`config.mk`:
```
export PLATFORM = sky130hd
export DESIGN_NAME = cursor_overlay_flat
export DESIGN_NICKNAME = d
export VERILOG_FILES = /design/src/rtl/cursor_overlay_if.sv /design/src/rtl/cursor_overlay.sv /design/src/flat_wrapper.sv
export SDC_FILE = /design/constraint.sdc
export NUM_CORES = 1
export LEC_CHECK = 0
export CAP_MARGIN = 20
export CORE_ASPECT_RATIO = 0.7
export CORE_UTILIZATION = 50
export CTS_CLUSTER_SIZE = 14
export DETAILED_ROUTE_END_ITERATION = 8
export GPL_ROUTABILITY_DRIVEN = 0
export PLACE_DENSITY = 0.72
export SLEW_MARGIN = 20
export SYNTH_ARGS = -nofsm -noshare
export SYNTH_HDL_FRONTEND = slang
export SYNTH_SLANG_ARGS = --single-unit
```
`constraint.sdc`:
```
create_clock -name clk -period 6 [get_ports clk]
set_input_delay 0.9 -clock clk [delete_from_list [all_inputs] [get_ports clk]]
set_output_delay 0.9 -clock clk [all_outputs]
set_load 0.01 [all_outputs]
```
`src/rtl/cursor_overlay_if.sv`:
```
// Pixel-stream and control bundle for the hardware cursor overlay.
// The pixel stream has no back-pressure: every clock carries one pixel, in and out.
interface cursor_overlay_if #(
  parameter int COORD_W = 10,
  parameter int RGB_W   = 12,
  parameter int CUR_W   = 16,
  parameter int CUR_H   = 16
);
  localparam int ROW_W = (CUR_H > 1) ? $clog2(CUR_H) : 1;

  logic               frame_start;
  logic [COORD_W-1:0] mouse_x;
  logic [COORD_W-1:0] mouse_y;
  logic               cur_en;
  logic               blink_en;
  logic               bm_we;
  logic [ROW_W-1:0]   bm_row;
  logic [2*CUR_W-1:0] bm_wdata;
  logic [COORD_W-1:0] vga_x;
  logic [COORD_W-1:0] vga_y;
  logic               de_in;
  logic [RGB_W-1:0]   rgb_in;
  logic               de_out;
  logic [RGB_W-1:0]   rgb_out;

  modport master (
    output frame_start, mouse_x, mouse_y, cur_en, blink_en,
    output bm_we, bm_row, bm_wdata,
    output vga_x, vga_y, de_in, rgb_in,
    input  de_out, rgb_out
  );

  modport slave (
    input  frame_start, mouse_x, mouse_y, cur_en, blink_en,
    input  bm_we, bm_row, bm_wdata,
    input  vga_x, vga_y, de_in, rgb_in,
    output de_out, rgb_out
  );
endinterface

```
`src/rtl/cursor_overlay.sv`:
```
// Hardware cursor overlay: 2bpp bitmap drawn at a frame-latched mouse position,
// hotspot offset, edge clipping without wrap, optional blink, 2-cycle pixel pipeline.
module cursor_overlay #(
  parameter int              COORD_W      = 10,
  parameter int              RGB_W        = 12,
  parameter int              CUR_W        = 16,
  parameter int              CUR_H        = 16,
  parameter int              HOT_X        = 0,
  parameter int              HOT_Y        = 0,
  parameter logic [RGB_W-1:0] FG_COLOR    = 12'hFFF,
  parameter logic [RGB_W-1:0] OL_COLOR    = 12'h000,
  parameter int              BLINK_FRAMES = 30
) (
  input logic             clk,
  input logic             reset,
  cursor_overlay_if.slave bus
);
  localparam int S_W   = COORD_W + 2;
  localparam int ROW_W = (CUR_H > 1) ? $clog2(CUR_H) : 1;
  localparam int COL_W = (CUR_W > 1) ? $clog2(CUR_W) : 1;
  localparam int BLK_W = (BLINK_FRAMES > 1) ? $clog2(BLINK_FRAMES) : 1;

  localparam logic signed [S_W-1:0] HOT_X_S = S_W'(HOT_X);
  localparam logic signed [S_W-1:0] HOT_Y_S = S_W'(HOT_Y);
  localparam logic signed [S_W-1:0] CUR_W_S = S_W'(CUR_W);
  localparam logic signed [S_W-1:0] CUR_H_S = S_W'(CUR_H);

  // Shadow rows are written at any time; active rows only change at frame_start.
  logic [2*CUR_W-1:0] shadow [CUR_H];
  logic [2*CUR_W-1:0] active [CUR_H];

  logic [COORD_W-1:0] mx_lat;
  logic [COORD_W-1:0] my_lat;
  logic               en_lat;
  logic [BLK_W-1:0]   blink_cnt;
  logic               visible;

  logic               row_ok;
  logic signed [S_W-1:0] ox, oy, dx, dy;
  logic               hit;
  logic [COL_W-1:0]   dx_idx;
  logic [ROW_W-1:0]   dy_idx;
  logic [2*CUR_W-1:0] row_bits;
  logic [1:0]         code;

  logic               s1_show;
  logic [1:0]         s1_code;
  logic [RGB_W-1:0]   s1_rgb;
  logic               s1_de;
  logic [RGB_W-1:0]   pix;

  assign row_ok = (32'(bus.bm_row) < CUR_H);

  always_ff @(posedge clk or negedge reset) begin
    if (!reset) begin
      for (int r = 0; r < CUR_H; r++) shadow[r] <= '0;
    end else if (bus.bm_we && row_ok) begin
      shadow[bus.bm_row] <= bus.bm_wdata;
    end
  end

  // Nonblocking copy takes the pre-write shadow, so a write in the commit cycle waits a frame.
  always_ff @(posedge clk or negedge reset) begin
    if (!reset) begin
      for (int r = 0; r < CUR_H; r++) active[r] <= '0;
      mx_lat <= '0;
      my_lat <= '0;
      en_lat <= 1'b0;
    end else if (bus.frame_start) begin
      for (int r = 0; r < CUR_H; r++) active[r] <= shadow[r];
      mx_lat <= bus.mouse_x;
      my_lat <= bus.mouse_y;
      en_lat <= bus.cur_en;
    end
  end

  always_ff @(posedge clk or negedge reset) begin
    if (!reset) begin
      blink_cnt <= '0;
      visible   <= 1'b1;
    end else if (!bus.blink_en) begin
      blink_cnt <= '0;
      visible   <= 1'b1;
    end else if (bus.frame_start) begin
      if (blink_cnt == BLK_W'(BLINK_FRAMES - 1)) begin
        blink_cnt <= '0;
        visible   <= ~visible;
      end else begin
        blink_cnt <= blink_cnt + 1'b1;
      end
    end
  end

  // Two spare bits keep origin and offsets exact: no modulo-2^COORD_W wrap.
  always_comb begin
    ox       = $signed({2'b00, mx_lat}) - HOT_X_S;
    oy       = $signed({2'b00, my_lat}) - HOT_Y_S;
    dx       = $signed({2'b00, bus.vga_x}) - ox;
    dy       = $signed({2'b00, bus.vga_y}) - oy;
    hit      = !dx[S_W-1] && (dx < CUR_W_S) && !dy[S_W-1] && (dy < CUR_H_S);
    dx_idx   = dx[COL_W-1:0];
    dy_idx   = dy[ROW_W-1:0];
    row_bits = '0;
    code     = 2'b00;
    if (hit) begin
      row_bits = active[dy_idx];
      code     = row_bits[{dx_idx, 1'b0} +: 2];
    end
  end

  always_ff @(posedge clk or negedge reset) begin
    if (!reset) begin
      s1_show <= 1'b0;
      s1_code <= 2'b00;
      s1_rgb  <= '0;
      s1_de   <= 1'b0;
    end else begin
      s1_show <= hit && en_lat && visible;
      s1_code <= code;
      s1_rgb  <= bus.rgb_in;
      s1_de   <= bus.de_in;
    end
  end

  always_comb begin
    pix = s1_rgb;
    if (!s1_de) begin
      pix = '0;
    end else if (s1_show) begin
      case (s1_code)
        2'b01:   pix = FG_COLOR;
        2'b10:   pix = OL_COLOR;
        2'b11:   pix = ~s1_rgb;
        default: pix = s1_rgb;
      endcase
    end
  end

  always_ff @(posedge clk or negedge reset) begin
    if (!reset) begin
      bus.de_out  <= 1'b0;
      bus.rgb_out <= '0;
    end else begin
      bus.de_out  <= s1_de;
      bus.rgb_out <= pix;
    end
  end
endmodule

```
`src/flat_wrapper.sv`:
```
// flat-port wrapper written by rule: the top's interface ports become plain ports
module cursor_overlay_flat 
#(
  parameter int              COORD_W      = 10,
  parameter int              RGB_W        = 12,
  parameter int              CUR_W        = 16,
  parameter int              CUR_H        = 16,
  parameter int              HOT_X        = 0,
  parameter int              HOT_Y        = 0,
  parameter logic [RGB_W-1:0] FG_COLOR    = 12'hFFF,
  parameter logic [RGB_W-1:0] OL_COLOR    = 12'h000,
  parameter int              BLINK_FRAMES = 30
)
  (clk, reset, bus_frame_start, bus_mouse_x, bus_mouse_y, bus_cur_en, bus_blink_en, bus_bm_we, bus_bm_row, bus_bm_wdata, bus_vga_x, bus_vga_y, bus_de_in, bus_rgb_in, bus_de_out, bus_rgb_out);
  cursor_overlay_if #(.COORD_W(COORD_W), .RGB_W(RGB_W), .CUR_W(CUR_W), .CUR_H(CUR_H)) bus_i ();
  input logic clk;
  input logic reset;
  input wire logic [$bits(bus_i.frame_start)-1:0] bus_frame_start;
  input wire logic [$bits(bus_i.mouse_x)-1:0] bus_mouse_x;
  input wire logic [$bits(bus_i.mouse_y)-1:0] bus_mouse_y;
  input wire logic [$bits(bus_i.cur_en)-1:0] bus_cur_en;
  input wire logic [$bits(bus_i.blink_en)-1:0] bus_blink_en;
  input wire logic [$bits(bus_i.bm_we)-1:0] bus_bm_we;
  input wire logic [$bits(bus_i.bm_row)-1:0] bus_bm_row;
  input wire logic [$bits(bus_i.bm_wdata)-1:0] bus_bm_wdata;
  input wire logic [$bits(bus_i.vga_x)-1:0] bus_vga_x;
  input wire logic [$bits(bus_i.vga_y)-1:0] bus_vga_y;
  input wire logic [$bits(bus_i.de_in)-1:0] bus_de_in;
  input wire logic [$bits(bus_i.rgb_in)-1:0] bus_rgb_in;
  output wire logic [$bits(bus_i.de_out)-1:0] bus_de_out;
  output wire logic [$bits(bus_i.rgb_out)-1:0] bus_rgb_out;
  assign bus_i.frame_start = bus_frame_start;
  assign bus_i.mouse_x = bus_mouse_x;
  assign bus_i.mouse_y = bus_mouse_y;
  assign bus_i.cur_en = bus_cur_en;
  assign bus_i.blink_en = bus_blink_en;
  assign bus_i.bm_we = bus_bm_we;
  assign bus_i.bm_row = bus_bm_row;
  assign bus_i.bm_wdata = bus_bm_wdata;
  assign bus_i.vga_x = bus_vga_x;
  assign bus_i.vga_y = bus_vga_y;
  assign bus_i.de_in = bus_de_in;
  assign bus_i.rgb_in = bus_rgb_in;
  assign bus_de_out = bus_i.de_out;
  assign bus_rgb_out = bus_i.rgb_out;
  cursor_overlay #(.COORD_W(COORD_W), .RGB_W(RGB_W), .CUR_W(CUR_W), .CUR_H(CUR_H), .HOT_X(HOT_X), .HOT_Y(HOT_Y), .FG_COLOR(FG_COLOR), .OL_COLOR(OL_COLOR), .BLINK_FRAMES(BLINK_FRAMES)) u_core (.clk(clk), .reset(reset), .bus(bus_i));
endmodule
```
==> results.yml <==
cts:
  clkTransAtPathRegs_ps: 60
  cts_resized: 0
  cts_tree: "yes"
  clock_latency_ps: 680
  cts_buffers: 100
  ctsHoldBuffers: 0
  cts-root-buf: "clkbuf_16"
  post_cts_buffers: 0
  clock_path_buffers: 3
  cts_sinks: 1080
  htree_levels: 3
final_layout:
  final_cells: 4297
  fin_nets: 3123
  layout-drive-gt1-share_pct: 46.3
  seq_area_um2: 27000
  multiInputGateArea_um2: 17400
  utilization_pct: 57.8
  syn2layout_area_growth_pct: 13.5
  fillers: 6683
  design_area_um2: 51400
detailed_routing:
  num_vias: 25600
  vias_per_cell: 5.95
  antenna_left: 0
  wl_um: 110000
  first_pass_iters: 5
  drc_errors: 0
  routedWlPerCell_um: 25.5
  drtIter0Drc: 2008
worst_setup_path:
  path_buf_inv: 3
  crit_chain: "clkdlybuf4s50_1, inv_1, ha_4, fa_4, buf_4, mux4_2, nor2_1, nor2_1, o21ai_0, a22oi_1, nand4_1, a21boi_2"
  critPathKind: "input pin to flip-flop"
  endpoint_kind: "flip-flop"
  required_ps: 6570
  worstRegToRegCells: 10
  reg2reg_from: "u_core.my_lat[0]$_DFFE_PN0P_"
  r2r_slack_ps: 1850
  path_max_fanout: 33
  start_kind: "input pin"
  rr_endpoint: "u_core.s1_code[1]$_DFF_PN0_"
  cp_top_family: "adder cells"
  crit_slowest_cell: "fa_4"
  slowest_delay_ps: 1260
  crit_top_cell: "nor2_1"
  crit_arrival_ps: 5050
power:
  power_density_nw_per_um2: 405
  p_leak_nw: 22.3
  ir_worst_vdd_uv: 233
sta:
  fmax_mhz: 223
  fin_skew_ps: 18.2
  rsz0062_at_grt: "false"
  post-route-min-period_ps: 4480
  maxSlewViolCount: 0
  hold_viol: 0
  max-slew-margin-rel_pct: 22.2
  worst_slew_pin_slew_ps: 1160
  fin_setup_tns_ps: 0
  layout_setup_ws_ps: 1520
  post-route-period-util_pct: 74.6
  report.final.setup_viol: 0
die:
  coreArea_um2: 88900
  die_w_um: 362
  fp.dieH_um: 254
  io_pins: 108
  initial_core_util_pct: 50.9
  dieArea_um2: 91800
  std_cell_rows: 91
logic_synthesis:
  synth-xor-area-share_pct: 0.213
  synth_ff_type: "dfrtp_1"
  synth_top_family_by_area: "multiplexers"
  avgSynthCellArea_um2: 15.5
  synth_cells: 2919
  ys_top_cells_by_area: "dfrtp_1, mux2_2, mux4_2, clkbuf_1, nand2_1"
  ys_top_cells_by_count: "dfrtp_1, mux2_2, clkbuf_1, mux4_2, nand2_1"
  synth_mux_area_share_pct: 32.5
  synth_compound_area_share_pct: 2.08
  synth_top_area_share_pct: 59.6
  yosysMostFrequentCell: "dfrtp_1"
  synth_top_cell_by_area: "dfrtp_1"
  ys.warnings.count: 0
  synth_edf_count: 0
  synthAdderAreaFrac_pct: 0.696
  synth_area_um2: 45300
  ys_seq_area_share_pct: 59.7
  syn_nets: 3038
  async_flop_share_pct: 100
  ys_types: 68
  synthSimpleGateAreaFrac_pct: 2.67
  synth-seq-cells: 1080
run:
  maxCapViolations: 0
worst_hold_path:
  hold_path_class: "input pin to async pin"
placed_design:
  portBuffers: 107
  placed_area_um2: 47800
  dp_hpwl_um: 65700
  placed_cells: 4110
  pre_cts_ws_ps: 981
grt:
  grt_max_degree: 181
  grt_first_pass_wirelength_um: 171000
  grt.total_usage_pct: 24.6
  gr-total-overflow: 0
  antenna_found_initial: 3
  grt_pass1_vias: 27300
status:
  outcome: "finished, final reports clean"
per-stage QoR:
step                      total power, mW  hold slack (ps)
after CTS                            20.9              307
after global placement               13.9              469
after global routing                 21.7              354
final                                20.8              313
after detailed placement             14.2              476
after floorplan                      12.7              377
worst register-to-register path, cell delays in order (launching register included):
cell	delay (ps)
dfrtp_1	400
ha_4	180
fa_4	1260
buf_4	470
mux4_2	400
nor2_1	110
nor2_1	80
o21ai_0	690
a22oi_1	210
nand4_1	160
a21boi_2	70
layout make-up:
cell class / count / area share (%)
Tap cell: 1209 / 2.94
Multi-Input combinational cell: 1608 / 33.9
Antenna cell: 3 / 0.0146
Sequential cell: 1080 / 52.6
Clock buffer: 150 / 5.95
Inverter: 33 / 0.241
Clock inverter: 33 / 0.886
Timing Repair Buffer: 181 / 3.44
per-layer routing:
metal	part of all wire, %	global-route usage (%)
met5	0	0
met4	2.1	6.59
met3	5.6	4.56
met2	46	37.2
met1	46	36.8
cell families after synthesis:
| group | count (synthesis) |
|---|---|
| adders and majority gates | 24 |
| AOI/OAI and AO/OA | 140 |
| buffers and inverters | 231 |
| and+or+nand+nor | 253 |
| DFF | 1080 |
| xor gates and xnor gates | 8 |
| muxes | 1183 |
worst max-delay path by stage:
| stage | startpoint | endpoint | depth (start not counted) | slack [ps] |
|---|---|---|---|---|
| final | bus_vga_y[0] | u_core.s1_code[1]$_DFF_PN0_ | 12 | 1520 |
| after global routing | bus_vga_y[0] | u_core.s1_code[1]$_DFF_PN0_ | 12 | 1570 |
| after CTS | bus_vga_y[0] | u_core.s1_code[1]$_DFF_PN0_ | 12 | 1720 |
| after detailed placement | bus_vga_y[0] | u_core.s1_code[1]$_DFF_PN0_ | 12 | 980 |
| after global placement | bus_vga_y[0] | u_core.s1_code[1]$_DFF_PN0_ | 12 | 990 |
| after floorplan | bus_vga_y[0] | u_core.s1_code[1]$_DFF_PN0_ | 13 | 2570 |
registers in the layout, indices dropped and copies added, names as in the netlist:
signal              count
u_core.active         512
u_core.blink_cnt        5
u_core.bus.de_out       1
u_core.bus.rgb_out     12
u_core.en_lat           1
u_core.mx_lat          10
u_core.my_lat          10
u_core.s1_code          2
u_core.s1_de            1
u_core.s1_rgb          12
u_core.s1_show          1
u_core.shadow         512
u_core.visible          1
report_power, final:
| group | leakage (nW) | switching (mW) | internal (mW) |
|---|---|---|---|
| registers | 13.3 | 0.964 | 9.07 |
| clock network | 1.73 | 2.77 | 3.95 |
| logic | 7.28 | 1.74 | 2.32 |
| total | 22.3 | 5.48 | 15.3 |
layout by cell type, fill, tap and decap left out, drive strengths merged, types with 35 or more instances in the layout:
master	Yosys	layout
mux2	1032	1032
inv	33	35
mux4	128	128
clkbuf	154	150
dfrtp	1079	1079
nand2	92	92
nor2	53	53
buf	44	76
o21ai	55	55
clkdlybuf4s50	0	105
(Power assumes the default switching activity.)
